<file path="src/rtl/ysyx_22040729_lsu.sv">
// Load/store unit in front of the core data memory.
// One request in flight at a time. Loads wait out the memory's registered read
// and extend the result. Sub-doubleword stores read-modify-write the 8-byte word,
// because the memory always writes all 8 bytes at once.
module ysyx_22040729_lsu #(
    parameter int DATA_DEPTH = 1024,
    parameter int DATA_WIDTH = 64,
    localparam int AW = $clog2(DATA_DEPTH)
) (
    input  logic                  clk,
    input  logic                  rst,
    input  logic                  req_valid,
    output logic                  req_ready,
    input  logic                  req_wen,
    input  logic [1:0]            req_size,
    input  logic                  req_unsign,
    input  logic [AW-1:0]         req_addr,
    input  logic [DATA_WIDTH-1:0] req_wdata,
    output logic                  resp_valid,
    input  logic                  resp_ready,
    output logic [DATA_WIDTH-1:0] resp_rdata,
    output logic                  mem_wen,
    output logic [AW-1:0]         mem_addr,
    output logic [DATA_WIDTH-1:0] mem_wdata,
    input  logic [DATA_WIDTH-1:0] mem_rdata
);

    typedef enum logic [2:0] {S_IDLE, S_RD, S_CAP, S_WR, S_RESP} state_t;

    state_t                r_state, w_next;
    logic                  r_wen, r_unsign;
    logic [1:0]            r_size;
    logic [AW-1:0]         r_addr;
    logic [DATA_WIDTH-1:0] r_wdata, r_mem_wdata, r_rdata;
    logic [DATA_WIDTH-1:0] w_ext, w_merge;
    logic [7:0]            w_bmask;
    logic                  w_accept;

    assign req_ready  = (r_state == S_IDLE);
    assign resp_valid = (r_state == S_RESP);
    assign w_accept   = req_valid && req_ready;
    // Write enable is decoded straight from state so an async reset drops it at once.
    assign mem_wen    = (r_state == S_WR);
    assign mem_addr   = r_addr;
    assign mem_wdata  = r_mem_wdata;
    assign resp_rdata = r_rdata;

    // State register.
    always_ff @(posedge clk or posedge rst) begin
        if (rst) r_state <= S_IDLE;
        else     r_state <= w_next;
    end

    // Next-state logic: D stores skip the read; everything else reads first.
    always_comb begin
        w_next = r_state;
        case (r_state)
            S_IDLE: if (req_valid) w_next = (req_wen && req_size == 2'd3) ? S_WR : S_RD;
            S_RD:   w_next = S_CAP;
            S_CAP:  w_next = r_wen ? S_WR : S_RESP;
            S_WR:   w_next = S_RESP;
            S_RESP: if (resp_ready) w_next = S_IDLE;
            default: w_next = S_IDLE;
        endcase
    end

    // Load extension of the low 2^size bytes of the captured word.
    always_comb begin
        w_ext = mem_rdata;
        case (r_size)
            2'd0: w_ext = r_unsign ? {56'b0, mem_rdata[7:0]}  : {{56{mem_rdata[7]}},  mem_rdata[7:0]};
            2'd1: w_ext = r_unsign ? {48'b0, mem_rdata[15:0]} : {{48{mem_rdata[15]}}, mem_rdata[15:0]};
            2'd2: w_ext = r_unsign ? {32'b0, mem_rdata[31:0]} : {{32{mem_rdata[31]}}, mem_rdata[31:0]};
            default: w_ext = mem_rdata;
        endcase
    end

    // Merge store bytes over the old word; bytes above 2^size keep memory contents.
    always_comb begin
        case (r_size)
            2'd0:    w_bmask = 8'h01;
            2'd1:    w_bmask = 8'h03;
            2'd2:    w_bmask = 8'h0F;
            default: w_bmask = 8'hFF;
        endcase
        w_merge = mem_rdata;
        for (int i = 0; i < 8; i++) begin
            if (w_bmask[i]) w_merge[8*i +: 8] = r_wdata[8*i +: 8];
        end
    end

    // Request latch, write buffer and response data.
    always_ff @(posedge clk or posedge rst) begin
        if (rst) begin
            r_wen       <= 1'b0;
            r_unsign    <= 1'b0;
            r_size      <= 2'd0;
            r_addr      <= '0;
            r_wdata     <= '0;
            r_mem_wdata <= '0;
            r_rdata     <= '0;
        end else begin
            case (r_state)
                S_IDLE: begin
                    if (w_accept) begin
                        r_wen    <= req_wen;
                        r_unsign <= req_unsign;
                        r_size   <= req_size;
                        r_addr   <= req_addr;
                        r_wdata  <= req_wdata;
                        if (req_wen && req_size == 2'd3) r_mem_wdata <= req_wdata;
                    end
                end
                S_CAP: begin
                    if (r_wen) r_mem_wdata <= w_merge;
                    else       r_rdata     <= w_ext;
                end
                S_WR:    r_rdata <= '0;
                default: ;
            endcase
        end
    end

endmodule

</file>
<file path="config.mk">
export PLATFORM = sky130hd
export DESIGN_NAME = ysyx_22040729_lsu
export DESIGN_NICKNAME = d
export VERILOG_FILES = /design/src/rtl/ysyx_22040729_lsu.sv
export SDC_FILE = /design/constraint.sdc
export NUM_CORES = 1
export LEC_CHECK = 0
export ABC_CLOCK_PERIOD_IN_PS = 18300
export BUFFER_PORTS_ARGS = -buffer_cell sky130_fd_sc_hd__buf_2
export CAP_MARGIN = 10
export CORE_MARGIN = 2
export CORE_UTILIZATION = 40
export CTS_BUF_LIST = sky130_fd_sc_hd__clkbuf_8
export DETAILED_ROUTE_END_ITERATION = 12
export HOLD_SLACK_MARGIN = 0.08
export PLACE_DENSITY = 0.72
export SETUP_SLACK_MARGIN = 0.3
export SLEW_MARGIN = 20
export SYNTH_ARGS = -nofsm -noshare
export SYNTH_HDL_FRONTEND = slang
export SYNTH_SLANG_ARGS = --single-unit
</file>
<file path="constraint.sdc">
create_clock -name clk -period 18.3 [get_ports clk]
set_input_delay 3.66 -clock clk [delete_from_list [all_inputs] [get_ports clk]]
set_output_delay 3.66 -clock clk [all_outputs]
set_load 0.005 [all_outputs]
</file>
==> reports/results.tsv, run 1 <==
metric	value	unit
Leakage	0.00587	uW
Clk Latency, worst-skew pair	0.51	ns
FMAX	0.186	GHz
Worst Skew	0.0126	ns
RSZ-0062 raised after global routing	false	
Setup TNS Final	0	ns
crit path cell chain	buf_2 -> a31oi_1 -> or4_4 -> buf_4 -> a311oi_2 -> a21o_1	
Worst setup endpoint	mem_wdata[11]	
initial core utilization	0.405	
Fillers	2148	
R2R depth	4	
DR vias/cell	5.22	
vias	7712	
Worst-Margin Slew	0.950	ns
total gr overflow	0	
top cells by area, synth	dfrtp_1, mux2_2, a311oi_2	
Die Wd	158	um
Crit path depth	6	
FF+latch area	0.00523	sq mm
status	complete, no violations	
CTS tree	built	
Setup crit end kind	register	
first-pass GRT wire length	41500	um
synthesized instance count	868	
post-route total power	2040	uW
DRT antenna net count	0	
period utilization	0.294	
most frequent cells in the layout	buf_2, dfrtp_1, nand2_1	
vias in the first global route	7680	
Final GP Congestion	0.805	
Worst setup SP type	input port	
reg2reg end	resp_rdata[10]	
delay-heaviest family, CP	buffers and inverters	
CTS root buf	clkbuf_8	
Synth area leader	dfrtp_1	
initial antenna violation count	2	
post-route setup slack	12.91	ns
die footprint	0.0249	sq mm
post-layout min period	5.39	ns
Final Slew Violations	0	
CTS HTree Levels	2	
Total GRT Usage	0.211	
adder-cell share of the synthesized area	0	
sequential area share after synthesis	0.554	
post-CTS setup buffers	0	
final wirelength	26400	um
xor/xnor cell area share of the yosys netlist	0	
worst path required time	18.70	ns
Mapped Area	0.00945	sq mm
fraction of the mapped netlist area in simple logic gates	0.117	
Buffers & Inverters on Critical Path	2	
worst setup path start	req_size[1]	
CP max stage delay	0.74	ns
# nets final	1280	
YS warnings	0	
area grow syn2layout	24.8	%
Crit path arrival time	5.79	ns
clock slew at reported path FFs	0.07	ns
normalized max-slew margin	0.367	
reg-to-reg startpoint	r_state[1]	
main combinational cell family by area after synthesis	compound AO/OA/AOI/OAI gates	
reg-to-reg slack, setup	15.58	ns
kind of critical path	input port to register	
IO Pins	287	
hold path startpoint	resp_rdata[18]	
Post-Route Utilization	0.505	
Synth Area in Compound Gates	0.171	
worst-case clock buffer depth	3	
library cells used by synthesis	29	
CP max-delay cell	buf_4	
First-pass DRT Iterations	5	
Final Cell Area	0.0118	sq mm
Routed wire per std cell	17.9	um
Die Height	158	um
Final Hold Vio Count	0	
Iter 0 DRT Violations	365	
Multi-input gate area	0.00389	sq mm
row count	56	
Worst VDD drop	0.0000745	V
share of the synthesized area in the top cell type	0.554	
Post-CTS Hold Buffers	0	
largest net degree at the start of global routing	137	
most common cell after layout, fill and taps aside	buf_2	
Syn Nets	1014	
area of the core	0.0233	sq mm
layout cells sized above 1	0.418	
Inserted Clock Buffers	37	
register bit total from synthesis	209	
HPWL reported at the end of detailed placement	17500	um
power per cell area	173	mW/mm^2
pre-CTS WS	12.42	ns
PortBufs	286	
crit-path max FO	71	
Max-Cap Viols	0	
Remaining DRCs	0	
Clock Sinks	209	
final setup violation count	0	
post-CTS sizing	0	
Syn Area/Cell	10.9	sq um
min-delay worst type	register to register	
placed cell areas	0.0111	sq mm
post-synthesis mux area share	0.121	
## cells by family (layout without fill, tap and decap cells)
kind of cell	Yosys count	after routing
flops	209	209
simple gates	269	269
buf+inv	72	360
mux	104	104
compound gates	214	214
other cells	0	2
## registers in the layout (all words and copies together), names as in the netlist
name,cells
r_state,3
mem_addr,10
r_unsign,1
resp_rdata,64
r_wdata,64
r_size,2
r_wen,1
mem_wdata,64
## routing by layer
metal / track usage / routed length (um) / part of all wire
met5: 0 / 0 / 0
met4: 0.0697 / 657 / 0.025
met3: 0.0682 / 2430 / 0.092
met2: 0.341 / 12300 / 0.46
met1: 0.270 / 11100 / 0.42
## report_power, final
part / switching, uW / internal [uW] / total (uW)
registers: 124 / 674 / 798
logic: 458 / 357 / 815
clock network: 189 / 234 / 423
total: 771 / 1260 / 2040
## per-stage QoR
step	instances	hold WS [ns]
2_1_floorplan	868	0.473
3_3_place_gp	1414	0.456
3_5_place_dp	1414	0.461
4_1_cts	1475	0.477
5_1_grt	1476	0.494
6_report	1477	0.470
## worst min path at each step
stage	to	slack [ns]	cells after the start
global placement	mem_wdata[46]	0.46	1
CTS	mem_wdata[49]	0.48	1
global route	mem_wdata[55]	0.49	1
finish	resp_rdata[18]	0.47	2
floorplan	mem_wdata[28]	0.47	2
detailed placement	mem_wdata[53]	0.46	1
## layout make-up
type                       instances  share of cell area
tap                              319              0.0339
antenna                            2            0.000425
timing repair buffer             297               0.129
clock buffer                      48              0.0561
multi-input combinational        587               0.330
inverter                           2             0.00127
sequential                       209               0.444
clock inverter                    13             0.00563
## cells in the mapped netlist
cell type    n
and2_1       2
nor3b_2      2
nand2_1    147
nand2b_1     2
a21o_1      40
nor3_1       3
o31ai_1      1
inv_1        2
buf_6        8
or3b_2       1
a221oi_1     1
a22o_1       9
nor2b_1      3
a31oi_1      1
o21ai_0     68
a311oi_2    40
mux2i_1     26
o21ai_1     29
a21oi_1     24
dfrtp_1    209
clkbuf_1    41
nand4_1      1
mux2_2      78
nor2_1      74
buf_2       21
or2_2        1
or4_4        1
o21a_1       1
nand3_1     32
## worst min-delay path, cell delays in order, from the launching register on
cell and delay, ns:
dfrtp_1 0.33, nand2_1 0.04, o21ai_0 0.06
No activity file was read; power rests on OpenSTA's default activity.
==> inputs of run 2 (changes only) <==
--- a/config.mk
+++ b/config.mk
@@ -5,7 +5,7 @@
 export SDC_FILE = /design/constraint.sdc
 export NUM_CORES = 1
 export LEC_CHECK = 0
-export ABC_CLOCK_PERIOD_IN_PS = 18300
+export ABC_CLOCK_PERIOD_IN_PS = 5300
 export BUFFER_PORTS_ARGS = -buffer_cell sky130_fd_sc_hd__buf_2
 export CAP_MARGIN = 10
 export CORE_MARGIN = 2
==> constraint.sdc (replaced) <==
create_clock -name clk -period 5.3 [get_ports clk]
set_input_delay 1.06 -clock clk [delete_from_list [all_inputs] [get_ports clk]]
set_output_delay 1.06 -clock clk [all_outputs]
set_load 0.005 [all_outputs]
==> reports/results.tsv, run 2 (synthesis results as in run 1) <==
metric	value	unit	change
GR Util met1	0.261		-0.00886
Worst Skew	0.0258	ns	+0.0132 ns
pre-CTS WS	2.04	ns	-10.39 ns
min-delay worst type	register to register		
Fillers	2178		+1.4%
worst path required time	5.69	ns	-13.01 ns
combinational power share	0.387		-0.013
DR vias/cell	5.22		-0.12%
first-pass GRT wire length	40900	um	-1.4%
CTS tree	built		
Final Slew Violations	0		unchanged
HPWL reported at the end of detailed placement	17300	um	-1.1%
area of the core	0.0233	sq mm	unchanged
Clock Sinks	209		unchanged
normalized max-slew margin	0.313		-0.0532
post-route total power	6980	uW	+240%
final wirelength	26300	um	-0.55%
vias	7729		+0.22%
reg2reg end	r_wdata[18]		
clock slew at reported path FFs	0.06	ns	about the same
total gr overflow	0		unchanged
Clk Latency, worst-skew pair	0.52	ns	about the same
kind of critical path	register to register		
Final Hold Vio Count	0		unchanged
worst hold stages	2		unchanged
Worst setup SP type	register		
row count	56		unchanged
Total GRT Usage	0.208		-0.00325
Final GP Congestion	0.799		-0.68%
status	complete, no violations		
FMAX	0.361	GHz	
layout cells sized above 1	0.412		-0.00611
Remaining DRCs	0		unchanged
met3 Resource Use GR	0.0714		+0.00328
worst-case clock buffer depth	3		unchanged
Die Wd	158	um	unchanged
Post-Route Utilization	0.505		about the same
Worst VDD drop	0.000252	V	+240%
Clk network pwr share	0.204		-0.004
area grow syn2layout	24.8	%	about the same
Iter 0 DRT Violations	404		+11%
die footprint	0.0249	sq mm	unchanged
IO Pins	287		unchanged
most frequent cells in the layout	buf_2, dfrtp_1, nand2_1		
post-CTS sizing	0		unchanged
Max-Cap Viols	0		unchanged
final setup violation count	0		unchanged
power per cell area	592	mW/mm^2	+240%
hold endpoint	resp_rdata[27]		
Die Height	158	um	unchanged
Setup TNS Final	0	ns	unchanged
Routed wire per std cell	17.7	um	-0.88%
PortBufs	286		unchanged
most common cell after layout, fill and taps aside	buf_2		
reg-to-reg startpoint	r_state[0]		
Switching Share	0.380		+0.00139
Post-CTS Hold Buffers	0		unchanged
GR peak layer	met2		
reg-to-reg slack, setup	2.53	ns	-13.05 ns
period utilization	0.522		
Worst-Margin Slew	1.03	ns	+0.0798 ns
# nets final	1281		+0.078%
sequential share of power	0.409		+0.017
largest net degree at the start of global routing	126		-8.0%
R2R depth	4		unchanged
NetSw	2650	uW	+240%
CTS root buf	clkbuf_8		
initial antenna violation count	2		unchanged
post-route setup slack	2.53	ns	-10.38 ns
Internal Power	4330	uW	+240%
GRT met2 Usage	0.337		-0.00373
First-pass DRT Iterations	5		unchanged
Leakage	0.00591	uW	+0.61%
Crit path arrival time	3.16	ns	-2.63 ns
RSZ-0062 raised after global routing	false		
vias in the first global route	7781		+1.3%
post-CTS setup buffers	0		unchanged
Setup crit end kind	register		
initial core utilization	0.405		unchanged
crit-path max FO	47		-34%
post-layout min period	2.77	ns	
CTS HTree Levels	2		unchanged
hold path startpoint	resp_rdata[27]		
DRT antenna net count	0		unchanged
Inserted Clock Buffers	37		unchanged
[run 2: cell type report]
class | instances | area [sq um] | share of cell area
sequential | 209 | 5230 | 0.444
multi-input combinational | 587 | 3890 | 0.330
timing repair buffer | 298 | 1550 | 0.131
clock buffer | 45 | 619 | 0.0525
tap | 319 | 399 | 0.0339
clock inverter | 20 | 83.8 | 0.00711
inverter | 2 | 11.3 | 0.000955
antenna | 2 | 5.00 | 0.000425
[run 2: worst max-delay path, stage by stage, from the launching register on]
cell     delay, ns
dfrtp_1       0.46
nor3_1        0.51
and2_4        0.72
buf_4         0.53
mux2_2        0.39
[run 2: how the worst max path moves through the flow]
stage                     from       endpoint  slack, ns  depth (start not counted)
global route        r_state[1]  mem_wdata[44]       2.41                          6
CTS                 r_state[0]    r_wdata[26]       2.54                          4
finish              r_state[0]    r_wdata[18]       2.53                          4
detailed placement   req_valid  mem_wdata[13]       2.04                          6
global placement     req_valid  mem_wdata[43]       2.10                          6
floorplan                  rst    mem_addr[0]       1.53                          1
[run 2: metal layers]
| metal | share of wire | vias up |
|---|---|---|
| li1 | - | 3580 |
| met1 | 0.42 | 3812 |
| met4 | 0.028 | 0 |
| met2 | 0.46 | 277 |
| met5 | 0 | - |
| met3 | 0.092 | 60 |
[run 2: power groups by stage]
stage                     Clock, uW  Combinational, uW  Sequential, uW
after floorplan                   0               1880            2710
after global routing           1550               3020            2950
after CTS                      1470               2730            2850
after global placement            0               2640            2850
final                          1420               2700            2850
after detailed placement          0               2730            2870
[run 2: stage by stage]
step | hold WS, ns | instance area, sq um | cells
finish | 0.472 | 11800 | 1482
global placement | 0.456 | 11100 | 1414
CTS | 0.473 | 11800 | 1479
floorplan | 0.473 | 9450 | 868
global route | 0.492 | 11800 | 1481
detailed placement | 0.460 | 11100 | 1414
